`config.mk`:
```
export PLATFORM = sky130hd
export DESIGN_NAME = logic_unit_pipe
export DESIGN_NICKNAME = d
export VERILOG_FILES = /design/src/rtl/logic_unit_pkg.sv /design/src/rtl/logic_unit_stage.sv /design/src/rtl/logic_unit_pipe.sv
export SDC_FILE = /design/constraint.sdc
export NUM_CORES = 1
export LEC_CHECK = 0
export BUFFER_PORTS_ARGS = -buffer_cell sky130_fd_sc_hd__buf_2
export CAP_MARGIN = 20
export CORE_MARGIN = 3
export CORE_UTILIZATION = 50
export DETAILED_ROUTE_END_ITERATION = 12
export PLACE_DENSITY = 0.73
export REMOVE_ABC_BUFFERS = 1
export SLEW_MARGIN = 40
export SYNTH_ARGS = -nofsm -noshare
export SYNTH_HDL_FRONTEND = slang
export SYNTH_SLANG_ARGS = --single-unit
```
`constraint.sdc`:
```
create_clock -name clk -period 4.5 [get_ports clk]
set_input_delay 0.45 -clock clk [delete_from_list [all_inputs] [get_ports clk]]
set_output_delay 0.45 -clock clk [all_outputs]
set_load 0.01 [all_outputs]
```
`src/rtl/logic_unit_pkg.sv`:
```
// Shared definitions for the pipelined logic unit: op encoding and parameter bounds.
package logic_unit_pkg;

  typedef enum logic [2:0] {
    OP_ZERO = 3'b000,
    OP_AND  = 3'b001,
    OP_OR   = 3'b010,
    OP_XOR  = 3'b011,
    OP_NOR  = 3'b100,
    OP_NAND = 3'b101,
    OP_XNOR = 3'b110,
    OP_NOTA = 3'b111
  } op_e;

  localparam int WIDTH_DEF  = 32;
  localparam int WIDTH_MIN  = 1;
  localparam int WIDTH_MAX  = 64;
  localparam int STAGES_MIN = 1;
  localparam int STAGES_MAX = 4;

endpackage

```
`src/rtl/logic_unit_stage.sv`:
```
// One valid/ready register slice; the payload is forced to zero whenever the slot is empty.
module logic_unit_stage
  import logic_unit_pkg::*;
#(
  parameter int PW = WIDTH_DEF + 1
) (
  input  logic          clk,
  input  logic          rst_n,
  input  logic          up_valid_i,
  input  logic [PW-1:0] up_data_i,
  input  logic          dn_ready_i,
  output logic          dn_valid_o,
  output logic [PW-1:0] dn_data_o
);

  logic          valid_q, valid_d;
  logic [PW-1:0] data_q, data_d;
  logic          load;

  assign load = !valid_q || dn_ready_i;

  always_comb begin
    valid_d = valid_q;
    data_d  = data_q;
    if (load) begin
      valid_d = up_valid_i;
      data_d  = up_valid_i ? up_data_i : '0;
    end
  end

  always_ff @(posedge clk or negedge rst_n) begin
    if (!rst_n) begin
      valid_q <= 1'b0;
      data_q  <= '0;
    end else begin
      valid_q <= valid_d;
      data_q  <= data_d;
    end
  end

  assign dn_valid_o = valid_q;
  assign dn_data_o  = data_q;

endmodule

```
`src/rtl/logic_unit_pipe.sv`:
```
// Pipelined bitwise logic unit with valid/ready flow control and STAGES register slices.
// Optional LOGIC_UNIT_ZERO_FLAG_EN carries a result-is-zero flag alongside the data.
module logic_unit_pipe
  import logic_unit_pkg::*;
#(
  parameter int WIDTH  = WIDTH_DEF,
  parameter int STAGES = 2
) (
  input  logic             clk,
  input  logic             rst_n,
  input  logic             in_valid,
  output logic             in_ready,
  input  logic [WIDTH-1:0] a,
  input  logic [WIDTH-1:0] b,
  input  logic [2:0]       f,
  output logic             out_valid,
  input  logic             out_ready,
  output logic [WIDTH-1:0] out,
  output logic             zero
);

  if (STAGES < STAGES_MIN || STAGES > STAGES_MAX) begin : g_bad_stages
    $error("logic_unit_pipe: STAGES out of range 1..4");
  end
  if (WIDTH < WIDTH_MIN || WIDTH > WIDTH_MAX) begin : g_bad_width
    $error("logic_unit_pipe: WIDTH out of range 1..64");
  end

`ifdef LOGIC_UNIT_ZERO_FLAG_EN
  localparam int PW = WIDTH + 1;
`else
  localparam int PW = WIDTH;
`endif

  function automatic logic [WIDTH-1:0] eval_op(input logic [WIDTH-1:0] x,
                                               input logic [WIDTH-1:0] y,
                                               input op_e op);
    logic [WIDTH-1:0] r;
    r = '0;
    unique case (op)
      OP_ZERO: r = '0;
      OP_AND:  r = x & y;
      OP_OR:   r = x | y;
      OP_XOR:  r = x ^ y;
      OP_NOR:  r = ~(x | y);
      OP_NAND: r = ~(x & y);
      OP_XNOR: r = ~(x ^ y);
      OP_NOTA: r = ~x;
      default: r = '0;
    endcase
    return r;
  endfunction

  logic [WIDTH-1:0]         res_p0;
  logic [PW-1:0]            pay_p0;
  logic [STAGES:0]          vld_p;
  logic [STAGES:0]          rdy_p;
  logic [STAGES:0][PW-1:0]  dat_p;

  assign res_p0 = eval_op(a, b, op_e'(f));

`ifdef LOGIC_UNIT_ZERO_FLAG_EN
  assign pay_p0 = {(res_p0 == '0), res_p0};
`else
  assign pay_p0 = res_p0;
`endif

  // Stage boundary: slot k feeds slot k+1; readiness is derived from occupancy
  // directly so it never chains combinationally through the slices.
  assign vld_p[0]      = in_valid;
  assign dat_p[0]      = pay_p0;
  assign rdy_p[STAGES] = out_ready;

  for (genvar k = 0; k < STAGES; k++) begin : g_stage
    assign rdy_p[k] = out_ready || !(&vld_p[STAGES:k+1]);

    logic_unit_stage #(.PW(PW)) u_stage (
      .clk        (clk),
      .rst_n      (rst_n),
      .up_valid_i (vld_p[k]),
      .up_data_i  (dat_p[k]),
      .dn_ready_i (rdy_p[k+1]),
      .dn_valid_o (vld_p[k+1]),
      .dn_data_o  (dat_p[k+1])
    );
  end

  assign in_ready  = rdy_p[0];
  assign out_valid = vld_p[STAGES];

`ifdef LOGIC_UNIT_ZERO_FLAG_EN
  assign out  = dat_p[STAGES][WIDTH-1:0];
  assign zero = dat_p[STAGES][WIDTH];
`else
  assign out  = dat_p[STAGES];
  assign zero = 1'b0;
`endif

endmodule

```
==> impl_metrics.py, run 1 <==
metrics = {
    "run_status": {
        "status": "finished, final reports clean",
    },
    "power": {
        "power.leakage_uw": 0.00315,
        "cellPowerDensity_nw_per_um2": 268,
        "ir_drop_mv": 0.152,
        "power.total_uw": 1610,
    },
    "synthesis": {
        "ys_ff_latch": 66,
        "synth-compound-area-share": 0.259,
        "netlist_area_um2": 5580,
        "yosys_warnings": 0,
        "synth.mux.area_fraction": 0.0334,
        "syn_avg_cell_area_um2": 8.08,
        "syn_inst": 690,
        "synth-main-ff-cell": "dfrtp_1",
        "synth-simple-area-share": 0.111,
        "synth_edf_count": 0,
        "ys_types": 31,
        "seq_area_frac_synth": 0.296,
        "synth_top_family_by_area": "compound AO/OA/AOI/OAI gates",
        "async_flop_share": 1.00,
        "synthAdderAreaFrac": 0.144,
        "synth-xor-area-share": 0,
    },
    "final_layout": {
        "mostFrequentLayoutCells": "121 x nand2_1, 103 x buf_2, 94 x inv_1",
        "area.growth.synth_to_final_pct": 7.99,
        "final_common_cell": "nand2_1",
        "post-route-util": 0.568,
        "postLayoutCellArea_um2": 6020,
        "finalNetCount": 860,
        "antenna_cells": 0,
        "drive_gt1_frac": 0.193,
    },
    "setup_path": {
        "crit_path_start_kind": "register",
        "end_kind": "output pin",
        "required_ns": 4.05,
        "cp.arrival_ns": 1.75,
        "cp_max_fo": 33,
        "path_class": "register to output pin",
        "reg2regPathDepth": 6,
    },
    "sta": {
        "fin_skew_ns": 0.00998,
        "setup_viol": 0,
        "worst_slack_ns": 2.30,
        "rsz0062_at_grt": "false",
        "finalHoldViolCount": 0,
        "max_freq_mhz": 455,
        "relSlewSlack": 0.472,
        "period_needed_ns": 2.20,
        "finalCritPeriodShare": 0.488,
        "finalMaxSlewViolations": 0,
        "fin_tns_setup_ns": 0,
        "worst_slew_pin_slew_ns": 0.792,
    },
    "clocking": {
        "clkTransAtPathRegs_ns": 0.08,
        "cts_tree": "built",
        "cts_setup_buffers": 0,
        "clock_sinks": 66,
        "cts_buffers": 9,
        "worstSkewPairLatency_ns": 0.35,
        "post_cts_resize_count": 0,
        "htreeDepth": 3,
        "ctsHoldBuffers": 0,
        "clock_path_buffers": 2,
        "root_buffer": "clkbuf_8",
    },
    "floorplan": {
        "start_util": 0.526,
        "die_y_um": 112,
        "core-area_um2": 10600,
        "die_area_um2": 12500,
        "io_pins": 106,
        "die-width_um": 112,
        "fp-row-count": 37,
    },
    "place": {
        "dpl.hpwl_mm": 8.90,
        "placed_cell_area_um2": 5830,
        "place_ws_ns": 2.08,
        "io_buffers": 104,
        "gp_congestion": 0.770,
    },
    "global_routing": {
        "grt_max_degree": 94,
        "grt_pass1_wl_mm": 21.7,
        "antenna_found_initial": 0,
        "grt-ovfl-total": 0,
        "grt_pass1_vias": 4678,
        "grt_usage": 0.207,
    },
    "job": {
        "maxCapViolations": 0,
    },
    "detailed_routing": {
        "ant_nets": 0,
        "wl_mm": 12.9,
        "remaining_drc_errors": 0,
        "drt_iter0_markers": 245,
        "firstDrtPassIters": 5,
        "wl_per_cell_um": 14.9,
        "dr_total_vias": 4893,
        "viasPerCell": 5.66,
    },
    "hold_path": {
        "min_path_type": "primary input to async pin",
    },
}
metal layers:
layer | up-vias | track usage | wire length (µm)
met4 | 0 | 0.0397 | 144
met3 | 13 | 0.0478 | 821
met5 | - | 0 | 0
li1 | 2383 | - | -
met2 | 148 | 0.336 | 6270
met1 | 2349 | 0.286 | 5660
cell usage after synthesis, types with 4 or more instances:
master	instances	share of area
nand2_1	121	0.081
inv_1	94	0.063
o21ai_0	84	0.075
dfrtp_1	66	0.30
ha_1	64	0.14
o211ai_1	52	0.070
buf_4	40	0.054
a211o_1	31	0.049
nor2_1	31	0.021
a32o_1	30	0.054
clkbuf_1	25	0.017
buf_2	20	0.018
mux2_2	5	0.010
mux2i_1	4	0.0072
mux4_2	4	0.016
metrics by stage:
stage          hold WS (ns)  std cells
2_1_floorplan         0.154        602
3_3_place_gp          0.450        850
3_5_place_dp          0.466        850
4_1_cts              0.0912        865
5_1_grt               0.103        865
6_report             0.0744        865
sequential cells by signal, summed over array words and instances, names as in the netlist:
signal / cells
g_stage.u_stage.dn_valid_o: 2
g_stage.u_stage.dn_data_o: 64
logic make-up after synthesis:
family	count (synthesis)
compound gates	204
buf+inv	183
simple gates	159
flops	66
fa+ha+maj	64
mux	13
other cells	1
where the power goes:
group / leakage (µW) / switching [µW] / internal [µW]
Sequential: 0.000871 / 34.6 / 654
Clock: 0.0000941 / 232 / 266
Combinational: 0.00219 / 252 / 176
Total: 0.00315 / 518 / 1100
worst paths after layout:
check / from / to / slack [ns]
max: g_stage[1].u_stage.dn_valid_o / in_ready / 2.30
min: rst_n / g_stage[1].u_stage.dn_data_o[20] / 0.07
max reg2reg: g_stage[1].u_stage.dn_valid_o / g_stage[0].u_stage.dn_data_o[4] / 2.50
min reg2reg: g_stage[1].u_stage.dn_data_o[29] / g_stage[1].u_stage.dn_data_o[29] / 0.48
max in group asynchronous: rst_n / g_stage[1].u_stage.dn_data_o[26] / 3.44
min in group clk: in_valid / g_stage[0].u_stage.dn_valid_o / 0.40
critical path: stages, from the launching register on:
cell     delay, ns
dfrtp_1       0.35
nor2b_4       0.15
and2_2        0.63
inv_2         0.09
buf_2         0.17
layout make-up:
type / count / area, µm²
inverter: 95 / 357
multi-input combinational: 441 / 3060
tap: 136 / 170
clock inverter: 5 / 55.1
timing repair buffer: 112 / 587
clock buffer: 10 / 138
sequential: 66 / 1650
fill: 980 / 4580
No activity file was read; power rests on OpenSTA's default activity.
==> inputs of run 2 (changes only) <==
clock period = 2.2 ns   (was 4.5 ns; I/O delays follow)
==> impl_metrics.py, run 2 (synthesis results as in run 1) <==
metrics = {
    "global_routing": {
        "grt_use_met1": 0.290,
        "grt_pass1_wl_mm": 22.5,
        "antenna_found_initial": 1,
        "grt-ovfl-total": 0,
        "grtUsageMet3": 0.0543,
        "grt_pass1_vias": 4814,
        "grt_most_used_layer": "met2",
        "met2_usage": 0.349,
        "grt_max_degree": 94,
        "grt_usage": 0.216,
    },
    "sta": {
        "rsz0062_at_grt": "false",
        "finalHoldViolCount": 0,
        "worst_slew_pin_slew_ns": 0.563,
        "period_needed_ns": 1.50,
        "worst_slack_ns": 0.699,
        "max_freq_mhz": 666,
        "whs_ns": 0.0630,
        "finalMaxSlewViolations": 0,
        "fin_tns_setup_ns": 0,
        "setup_viol": 0,
        "relSlewSlack": 0.625,
        "fin_skew_ns": 0.0123,
        "finalCritPeriodShare": 0.682,
    },
    "detailed_routing": {
        "dr_total_vias": 4911,
        "viasPerCell": 5.62,
        "drt_iter0_markers": 271,
        "wl_mm": 13.3,
        "wl_per_cell_um": 15.2,
        "ant_nets": 0,
        "remaining_drc_errors": 0,
        "firstDrtPassIters": 5,
    },
    "run_status": {
        "status": "finished, final reports clean",
    },
    "final_layout": {
        "largest_reg_flops": 64,
        "final_cells": 874,
        "postLayoutCellArea_um2": 6130,
        "final_common_cell": "nand2_1",
        "mostFrequentLayoutCells": "121 x nand2_1, 103 x buf_2, 94 x inv_1",
        "finalNetCount": 868,
        "antenna_cells": 0,
        "area.growth.synth_to_final_pct": 9.94,
        "drive_gt1_frac": 0.202,
    },
    "floorplan": {
        "start_util": 0.526,
        "die_y_um": 112,
        "die-width_um": 112,
        "die_area_um2": 12500,
        "io_pins": 106,
        "core-area_um2": 10600,
        "fp-row-count": 37,
    },
    "clocking": {
        "cts_setup_buffers": 0,
        "post_cts_resize_count": 0,
        "clock_path_buffers": 2,
        "worstSkewPairLatency_ns": 0.36,
        "root_buffer": "clkbuf_8",
        "cts_buffers": 9,
        "clkTransAtPathRegs_ns": 0.08,
        "cts_tree": "built",
        "htreeDepth": 3,
        "clock_sinks": 66,
    },
    "power": {
        "net-switching-power_uw": 1110,
        "cellPowerDensity_nw_per_um2": 534,
        "power.leakage_uw": 0.00321,
        "power_frac_clock": 0.294,
        "sw_frac_of_total": 0.341,
        "internal_power_uw": 2160,
        "seq_power_share": 0.430,
        "ir_drop_mv": 0.310,
        "combPwrFrac": 0.276,
    },
    "hold_path": {
        "min_path_type": "primary input to register",
    },
    "place": {
        "placed_cell_area_um2": 5940,
        "gp_congestion": 0.781,
        "io_buffers": 104,
        "dpl.hpwl_mm": 9.42,
        "place_ws_ns": 0.373,
        "dp.cells": 857,
    },
    "setup_path": {
        "path_buf_inv": 2,
        "path_class": "register to register",
        "crit_chain": "nor2b_4, and2_2, inv_2, o311a_1, buf_4, a32o_1",
        "required_ns": 2.48,
        "end_kind": "register",
        "crit_path_start_kind": "register",
        "crit_path_max_incr_delay_ns": 0.38,
        "cp_max_fo": 18,
        "cp_slowest_cell": "dfrtp_1",
        "cp.arrival_ns": 1.79,
        "path_delay_family": "compound AO/OA/AOI/OAI gates",
    },
    "job": {
        "maxCapViolations": 0,
    },
}
-- run 2: cell count changes in the layout (fill, tap and decap cells not counted), sizes merged --
cell and change:
buf +7, bufinv -1, clkinv +2, dlygate4sd3 +1
-- run 2: routing by layer --
metal	part of all wire	wire length, µm	vias to the layer above
met5	0.00053	7	-
met4	0.010	133	2
met3	0.070	934	16
met2	0.48	6350	153
met1	0.44	5890	2331
li1	-	-	2409
-- run 2: layout make-up --
| type | instances | area, µm² |
|---|---|---|
| well taps | 136 | 170 |
| repair buffers | 120 | 708 |
| inverters | 95 | 357 |
| fillers | 995 | 4470 |
| clock buffers | 10 | 138 |
| multi-input cells | 441 | 3060 |
| clock inverters | 6 | 42.5 |
| flip-flops and latches | 66 | 1650 |
-- run 2: worst paths after layout --
path                                                  startpoint                          endpoint  slack (ns)  depth (start not counted)
max in group asynchronous                                  rst_n   g_stage[1].u_stage.dn_data_o[2]        1.16                          3
worst max register to register     g_stage[1].u_stage.dn_valid_o   g_stage[0].u_stage.dn_data_o[2]        0.70                          6
worst min register to register  g_stage[1].u_stage.dn_data_o[26]  g_stage[1].u_stage.dn_data_o[26]        0.48                          2
min in group asynchronous                                  rst_n  g_stage[0].u_stage.dn_data_o[24]        0.39                          2
worst min-delay path                                    in_valid     g_stage[0].u_stage.dn_valid_o        0.06                          2
worst max-delay path               g_stage[1].u_stage.dn_valid_o   g_stage[0].u_stage.dn_data_o[2]        0.70                          6
-- run 2: power groups by stage --
stage | Combinational [µW] | Clock, µW | Sequential, µW
2_1_floorplan | 450 | 0 | 1460
5_1_grt | 1020 | 1050 | 1420
3_5_place_dp | 907 | 0 | 1430
6_report | 905 | 962 | 1410
3_3_place_gp | 865 | 0 | 1420
4_1_cts | 914 | 985 | 1410
-- run 2: metrics by stage --
step	total power (µW)	util
finish	3270	0.578
detailed placement	2340	0.560
CTS	3310	0.578
floorplan	1910	-
global placement	2290	0.560
global route	3500	0.578
-- run 2: timing repair --
item | CTS | global route
hold endpoints to repair | 21 | 0
hold buffers | 1 | 0
setup endpoints to repair | 0 | 0
